--- src/rtl/vga_mode_sequencer_if.sv ---
// Mode/palette control bundle between the board-side controls, the
// mode sequencer and the VGA pattern generator's mode/palette inputs.
interface vga_mode_sequencer_if;
    logic       ena;
    logic       frame_start;
    logic       auto_en;
    logic [2:0] manual_mode;
    logic [4:0] pal_base;
    logic       scroll_en;
    logic       step_req;
    logic [2:0] mode_out;
    logic [4:0] pal_out;
    logic       mode_changed;
    logic       step_ack;

    // Board/controller side: drives the controls, observes the sequencer.
    modport master (
        output ena, frame_start, auto_en, manual_mode, pal_base, scroll_en, step_req,
        input  mode_out, pal_out, mode_changed, step_ack
    );

    // Sequencer side.
    modport slave (
        input  ena, frame_start, auto_en, manual_mode, pal_base, scroll_en, step_req,
        output mode_out, pal_out, mode_changed, step_ack
    );
endinterface

--- src/rtl/vga_mode_sequencer.sv ---
// Frame-synchronous mode/palette sequencer for the 640x480 pattern generator.
// Pattern and palette only change on the clock after a frame_start strobe,
// so a frame never mixes two patterns. Manual mode passes the selection
// through; auto mode runs a timed slideshow that a step request can advance
// early. An optional rolling offset is added to the palette base.
module vga_mode_sequencer #(
    parameter int NUM_MODES    = 6,
    parameter int DWELL_FRAMES = 120,
    parameter int PAL_DIV      = 4
) (
    input  logic                 clk,
    input  logic                 rst,
    vga_mode_sequencer_if.slave  bus
);
    typedef enum logic {S_MANUAL = 1'b0, S_AUTO = 1'b1} state_t;

    localparam logic [2:0] LAST_IDX  = 3'(NUM_MODES - 1);
    localparam logic [3:0] MODE_LIM  = 4'(NUM_MODES);
    localparam logic [7:0] DWELL_RLD = 8'(DWELL_FRAMES - 1);
    localparam logic [7:0] DIV_LAST  = 8'(PAL_DIV - 1);

    state_t     r_state,        w_state;
    logic [2:0] r_mode,         w_mode;
    logic [4:0] r_pal,          w_pal;
    logic       r_mode_changed, w_mode_changed;
    logic       r_step_ack,     w_step_ack;
    logic [7:0] r_dwell,        w_dwell;
    logic [2:0] r_auto_idx,     w_auto_idx;
    logic [4:0] r_pal_off,      w_pal_off;
    logic [7:0] r_div_cnt,      w_div_cnt;
    logic       r_step_pend,    w_step_pend;

    // A request coincident with frame_start counts for that frame.
    logic       w_step_any;
    logic [2:0] w_idx_inc;
    assign w_step_any = r_step_pend | bus.step_req;
    assign w_idx_inc  = (r_auto_idx == LAST_IDX) ? 3'd0 : r_auto_idx + 3'd1;

    // Next-state and output decode; nothing but step_pend moves off a frame boundary.
    always_comb begin
        w_state        = r_state;
        w_mode         = r_mode;
        w_pal          = r_pal;
        w_mode_changed = 1'b0;
        w_step_ack     = 1'b0;
        w_dwell        = r_dwell;
        w_auto_idx     = r_auto_idx;
        w_pal_off      = r_pal_off;
        w_div_cnt      = r_div_cnt;
        w_step_pend    = w_step_any;

        if (!bus.ena) begin
            w_state     = S_MANUAL;
            w_mode      = 3'd0;
            w_pal       = 5'd0;
            w_dwell     = 8'd0;
            w_auto_idx  = 3'd0;
            w_pal_off   = 5'd0;
            w_div_cnt   = 8'd0;
            w_step_pend = 1'b0;
        end else if (bus.frame_start) begin
            case (r_state)
                S_MANUAL: begin
                    // Pending steps never survive manual mode.
                    w_step_pend = 1'b0;
                    if (!bus.auto_en) begin
                        w_mode = bus.manual_mode;
                    end else begin
                        // Resume the slideshow from the current pattern when it is in range.
                        w_state    = S_AUTO;
                        w_auto_idx = ({1'b0, r_mode} < MODE_LIM) ? r_mode : 3'd0;
                        w_mode     = w_auto_idx;
                        w_dwell    = DWELL_RLD;
                    end
                end
                S_AUTO: begin
                    if (!bus.auto_en) begin
                        w_state     = S_MANUAL;
                        w_mode      = bus.manual_mode;
                        w_step_pend = 1'b0;
                    end else if (w_step_any || (r_dwell == 8'd0)) begin
                        w_auto_idx  = w_idx_inc;
                        w_mode      = w_idx_inc;
                        w_dwell     = DWELL_RLD;
                        w_step_ack  = w_step_any;
                        w_step_pend = 1'b0;
                    end else begin
                        w_dwell = r_dwell - 8'd1;
                    end
                end
                default: w_state = S_MANUAL;
            endcase

            w_mode_changed = (w_mode != r_mode);

            if (bus.scroll_en) begin
                if (r_div_cnt == DIV_LAST) begin
                    w_div_cnt = 8'd0;
                    w_pal_off = r_pal_off + 5'd1;
                end else begin
                    w_div_cnt = r_div_cnt + 8'd1;
                end
            end else begin
                w_div_cnt = 8'd0;
            end
            // 5-bit add wraps modulo 32.
            w_pal = bus.pal_base + w_pal_off;
        end
    end

    // State register with asynchronous clear.
    always_ff @(posedge clk or posedge rst) begin
        if (rst) begin
            r_state        <= S_MANUAL;
            r_mode         <= 3'd0;
            r_pal          <= 5'd0;
            r_mode_changed <= 1'b0;
            r_step_ack     <= 1'b0;
            r_dwell        <= 8'd0;
            r_auto_idx     <= 3'd0;
            r_pal_off      <= 5'd0;
            r_div_cnt      <= 8'd0;
            r_step_pend    <= 1'b0;
        end else begin
            r_state        <= w_state;
            r_mode         <= w_mode;
            r_pal          <= w_pal;
            r_mode_changed <= w_mode_changed;
            r_step_ack     <= w_step_ack;
            r_dwell        <= w_dwell;
            r_auto_idx     <= w_auto_idx;
            r_pal_off      <= w_pal_off;
            r_div_cnt      <= w_div_cnt;
            r_step_pend    <= w_step_pend;
        end
    end

    assign bus.mode_out     = r_mode;
    assign bus.pal_out      = r_pal;
    assign bus.mode_changed = r_mode_changed;
    assign bus.step_ack     = r_step_ack;
endmodule

--- src/flat_wrapper.sv ---
// flat-port wrapper written by rule: the top's interface ports become plain ports
module vga_mode_sequencer_flat 
#(
    parameter int NUM_MODES    = 6,
    parameter int DWELL_FRAMES = 120,
    parameter int PAL_DIV      = 4
)
  (clk, rst, bus_ena, bus_frame_start, bus_auto_en, bus_manual_mode, bus_pal_base, bus_scroll_en, bus_step_req, bus_mode_out, bus_pal_out, bus_mode_changed, bus_step_ack);
  vga_mode_sequencer_if bus_i ();
  input  logic clk;
  input  logic rst;
  input wire logic [$bits(bus_i.ena)-1:0] bus_ena;
  input wire logic [$bits(bus_i.frame_start)-1:0] bus_frame_start;
  input wire logic [$bits(bus_i.auto_en)-1:0] bus_auto_en;
  input wire logic [$bits(bus_i.manual_mode)-1:0] bus_manual_mode;
  input wire logic [$bits(bus_i.pal_base)-1:0] bus_pal_base;
  input wire logic [$bits(bus_i.scroll_en)-1:0] bus_scroll_en;
  input wire logic [$bits(bus_i.step_req)-1:0] bus_step_req;
  output wire logic [$bits(bus_i.mode_out)-1:0] bus_mode_out;
  output wire logic [$bits(bus_i.pal_out)-1:0] bus_pal_out;
  output wire logic [$bits(bus_i.mode_changed)-1:0] bus_mode_changed;
  output wire logic [$bits(bus_i.step_ack)-1:0] bus_step_ack;
  assign bus_i.ena = bus_ena;
  assign bus_i.frame_start = bus_frame_start;
  assign bus_i.auto_en = bus_auto_en;
  assign bus_i.manual_mode = bus_manual_mode;
  assign bus_i.pal_base = bus_pal_base;
  assign bus_i.scroll_en = bus_scroll_en;
  assign bus_i.step_req = bus_step_req;
  assign bus_mode_out = bus_i.mode_out;
  assign bus_pal_out = bus_i.pal_out;
  assign bus_mode_changed = bus_i.mode_changed;
  assign bus_step_ack = bus_i.step_ack;
  vga_mode_sequencer #(.NUM_MODES(NUM_MODES), .DWELL_FRAMES(DWELL_FRAMES), .PAL_DIV(PAL_DIV)) u_core (.clk(clk), .rst(rst), .bus(bus_i));
endmodule
--- config.mk ---
export PLATFORM = sky130hd
export DESIGN_NAME = vga_mode_sequencer_flat
export DESIGN_NICKNAME = d
export VERILOG_FILES = /design/src/rtl/vga_mode_sequencer_if.sv /design/src/rtl/vga_mode_sequencer.sv /design/src/flat_wrapper.sv
export SDC_FILE = /design/constraint.sdc
export NUM_CORES = 1
export LEC_CHECK = 0
export ABC_AREA = 0
export BUFFER_PORTS_ARGS = -buffer_cell sky130_fd_sc_hd__buf_2
export CAP_MARGIN = 20
export CORE_AREA = 5 5 81 83
export DETAILED_ROUTE_END_ITERATION = 8
export DIE_AREA = 0 0 86 88
export GPL_ROUTABILITY_DRIVEN = 0
export GPL_TIMING_DRIVEN = 0
export PLACE_DENSITY = 0.7
export SLEW_MARGIN = 10
export SYNTH_ARGS = -nofsm -noshare
export SYNTH_HDL_FRONTEND = slang
export SYNTH_SLANG_ARGS = --single-unit
--- constraint.sdc ---
create_clock -name clk -period 2.8 [get_ports clk]
set_input_delay 0.42 -clock clk [delete_from_list [all_inputs] [get_ports clk]]
set_output_delay 0.42 -clock clk [all_outputs]
set_load 0.01 [all_outputs]
==> flow_summary.yaml <==
grt:
  grt.total_usage_pct: 14.8
  grt_pass1_wl_mm: 8.94
  grt_max_degree: 37
  antenna_found_initial: 0
  grt_pass1_vias: 1948
  overflow: 0
synth:
  synth-edff-count: 0
  async_reset_ff_share_pct: 100
  synth-xor-area-share_pct: 5.84
  synth-compound-area-share_pct: 19.0
  netlist_area_um2: 2250
  ys_seq_area_share_pct: 40.1
  syn_inst: 257
  yosys_warnings: 0
  avgSynthCellArea_um2: 8.75
  synth_top_family_by_area: "simple AND/OR/NAND/NOR gates"
  syn-num-nets: 281
  synth-simple-area-share_pct: 23.0
  synth.mux.area_fraction_pct: 2.78
  ys_seq_elements: 36
  synth_cell_types: 45
  synthAdderAreaFrac_pct: 5.34
  synth_ff_type: "dfrtp_1"
critical_path:
  crit_chain: "ha_4 -> nor4b_4 -> nand3_2 -> xnor2_2 -> ha_2 -> fa_2 -> a21o_1 -> a21oi_2 -> xnor2_2 -> or4_1 -> o211ai_1"
  cpMostUsedCell: "xnor2_2"
  crit_family: "simple AND/OR/NAND/NOR gates"
  arrival_ps: 2950
  reg2reg_depth: 11
  path_depth: 11
  crit_buf_inv: 0
  path_max_fanout: 2
  path_class: "flip-flop to flip-flop"
  worstPathRequired_ps: 3010
  cp-end-kind: "flip-flop"
  max_stage_delay_ps: 470
  slowest_stage: "or4_1"
  crit_path_start_kind: "flip-flop"
clock_tree:
  numClockSinks: 36
  clk_pin_slew_ps: 70
  numCtsBuffers: 5
  insertion_delay_ps: 290
  cts_root_buffer: "clkbuf_8"
  ctsHtreeMaxLevel: 2
  clockBufferDepth: 2
  tritoncts: "yes"
die:
  core_um2: 5780
  die_area_um2: 7570
  die_h_um: 88
  die_x_um: 86
  start_util_pct: 38.9
  rows: 28
  io_pins: 25
sta:
  fin_crit_sh_pct: 97.9
  slew_viol_final: 0
  setup_viol: 0
  finClkSkew_ps: 2.74
  finalHoldViolCount: 0
  setup_tns_ps: 0
  layout_min_cycle_time_ps: 2740
  rsz0062_at_grt: "true"
  slew_headroom_pct: 49.3
  tightest_slew_ps: 759
  max_freq_mhz: 365
finish:
  final_common_cell: "dfrtp_1"
  nFillCells: 555
  layout_common_cells: "dfrtp_1, nor2_1, a21oi_1, buf_2, nand2_1"
  nNetsFinal: 318
  finish.instance_area_um2: 2700
  synthToLayoutAreaGrowth_pct: 19.9
  drive_above_1_share_pct: 19.7
  num_antenna_cells: 0
power:
  p_per_area_nw_per_um2: 465
  leakage_nw: 1.21
  peakVddDrop_mv: 0.198
detailed_routing:
  num_vias: 2008
  totalWireLength_mm: 5.19
  drc: 0
  drt_iter0_drc: 113
  wl_per_cell_um: 14.0
  ant_nets: 0
  firstDrtPassIters: 4
  via_per_inst: 5.43
job:
  max_cap_viol_count: 0
placement:
  io_buffers: 22
  hpwl_mm: 3.60
  place_area_um2: 2460
min_path:
  hp-class: "input pin to async pin"
outcome:
  outcome: "completed"
[per-layer routing]
metal	wire, um	vias up	GRT usage, %
li1	-	994	-
met1	2410	959	18.7
met2	2390	43	24.0
met3	270	12	3.48
met4	119	0	6.91
met5	0	-	0
[cell type report]
cell class,instances,area (um2),share of cell area (%)
plain buffers,12,53.8,2.00
clock buffers,7,96.3,3.57
clock inverters,1,30.0,1.11
inverters,9,33.8,1.25
multi-input cells,200,1320,48.8
flip-flops and latches,36,903,33.5
well taps,75,93.8,3.48
repair buffers,30,170,6.31
[registers in the layout (all words and copies together) (netlist names)]
signal / cells
u_core.r_div_cnt: 8
u_core.r_dwell: 8
u_core.bus.pal_out: 5
u_core.r_pal_off: 5
u_core.bus.mode_out: 3
u_core.r_auto_idx: 3
u_core.bus.mode_changed: 1
u_core.bus.step_ack: 1
u_core.r_state: 1
u_core.r_step_pend: 1
[stage by stage]
stage | util, % | setup slack [ps] | total power, mW | hold slack, ps | instances
3_3_place_gp | 42.6 | -306 | 0.746 | 482 | 354
3_5_place_dp | 42.6 | -319 | 0.749 | 490 | 354
5_1_grt | 46.6 | -68.8 | 1.31 | 351 | 370
2_1_floorplan | - | 3.90 | 0.693 | 461 | 257
6_report | 46.6 | 57.8 | 1.25 | 263 | 370
4_1_cts | 45.6 | 21.4 | 1.26 | 293 | 365
[path summary, 6_finish.rpt]
check	from	end	slack (ps)
min in group clk	bus_step_req	u_core.r_step_pend	390
max	u_core.r_div_cnt[0]	u_core.bus.pal_out[4]	60
max in group asynchronous	rst	u_core.r_div_cnt[4]	2010
max reg2reg	u_core.r_div_cnt[0]	u_core.bus.pal_out[4]	60
min reg2reg	u_core.r_step_pend	u_core.r_step_pend	510
min	rst	u_core.r_dwell[4]	260
[power by group]
| part | internal, mW | total, mW | leakage [nW] | switching [mW] |
|---|---|---|---|---|
| combinational | 0.0747 | 0.189 | 0.657 | 0.114 |
| clock | 0.314 | 0.507 | 0.0645 | 0.193 |
| sequential | 0.539 | 0.557 | 0.485 | 0.0183 |
| total | 0.928 | 1.25 | 1.21 | 0.325 |
[what timing repair did]
item / CTS / global route
setup endpoints to repair: 1 / 1
setup buffers: 3 / 5
pin swaps: 2 / 10
hold endpoints to repair: 0 / 0
gates resized for setup: 8 / 3
hold buffers: 0 / 0
[logic make-up after synthesis]
family	count (synthesis)
XOR/XNOR	15
adder cells (fa/ha/maj)	9
flip-flops	36
AO/OA/AOI/OAI	70
AND/OR/NAND/NOR	100
multiplexers	6
buffers and inverters	21
[synth_stat cells, types with 4 or more instances]
master	number	area [um2]
o21ai_0	15	75.1
nand2b_1	9	56.3
mux2i_1	4	40.0
a21o_1	5	37.5
xnor2_1	8	70.1
nor3_1	6	30.0
ha_1	8	100
a311oi_1	4	35.0
clkbuf_1	9	33.8
or3_1	5	31.3
inv_1	9	33.8
nand3_1	10	50.1
xor2_1	7	61.3
nor2_1	28	105
dfrtp_1	36	901
a21oi_1	25	125
nand2_1	22	82.6
No activity file was read; power rests on OpenSTA's default activity.
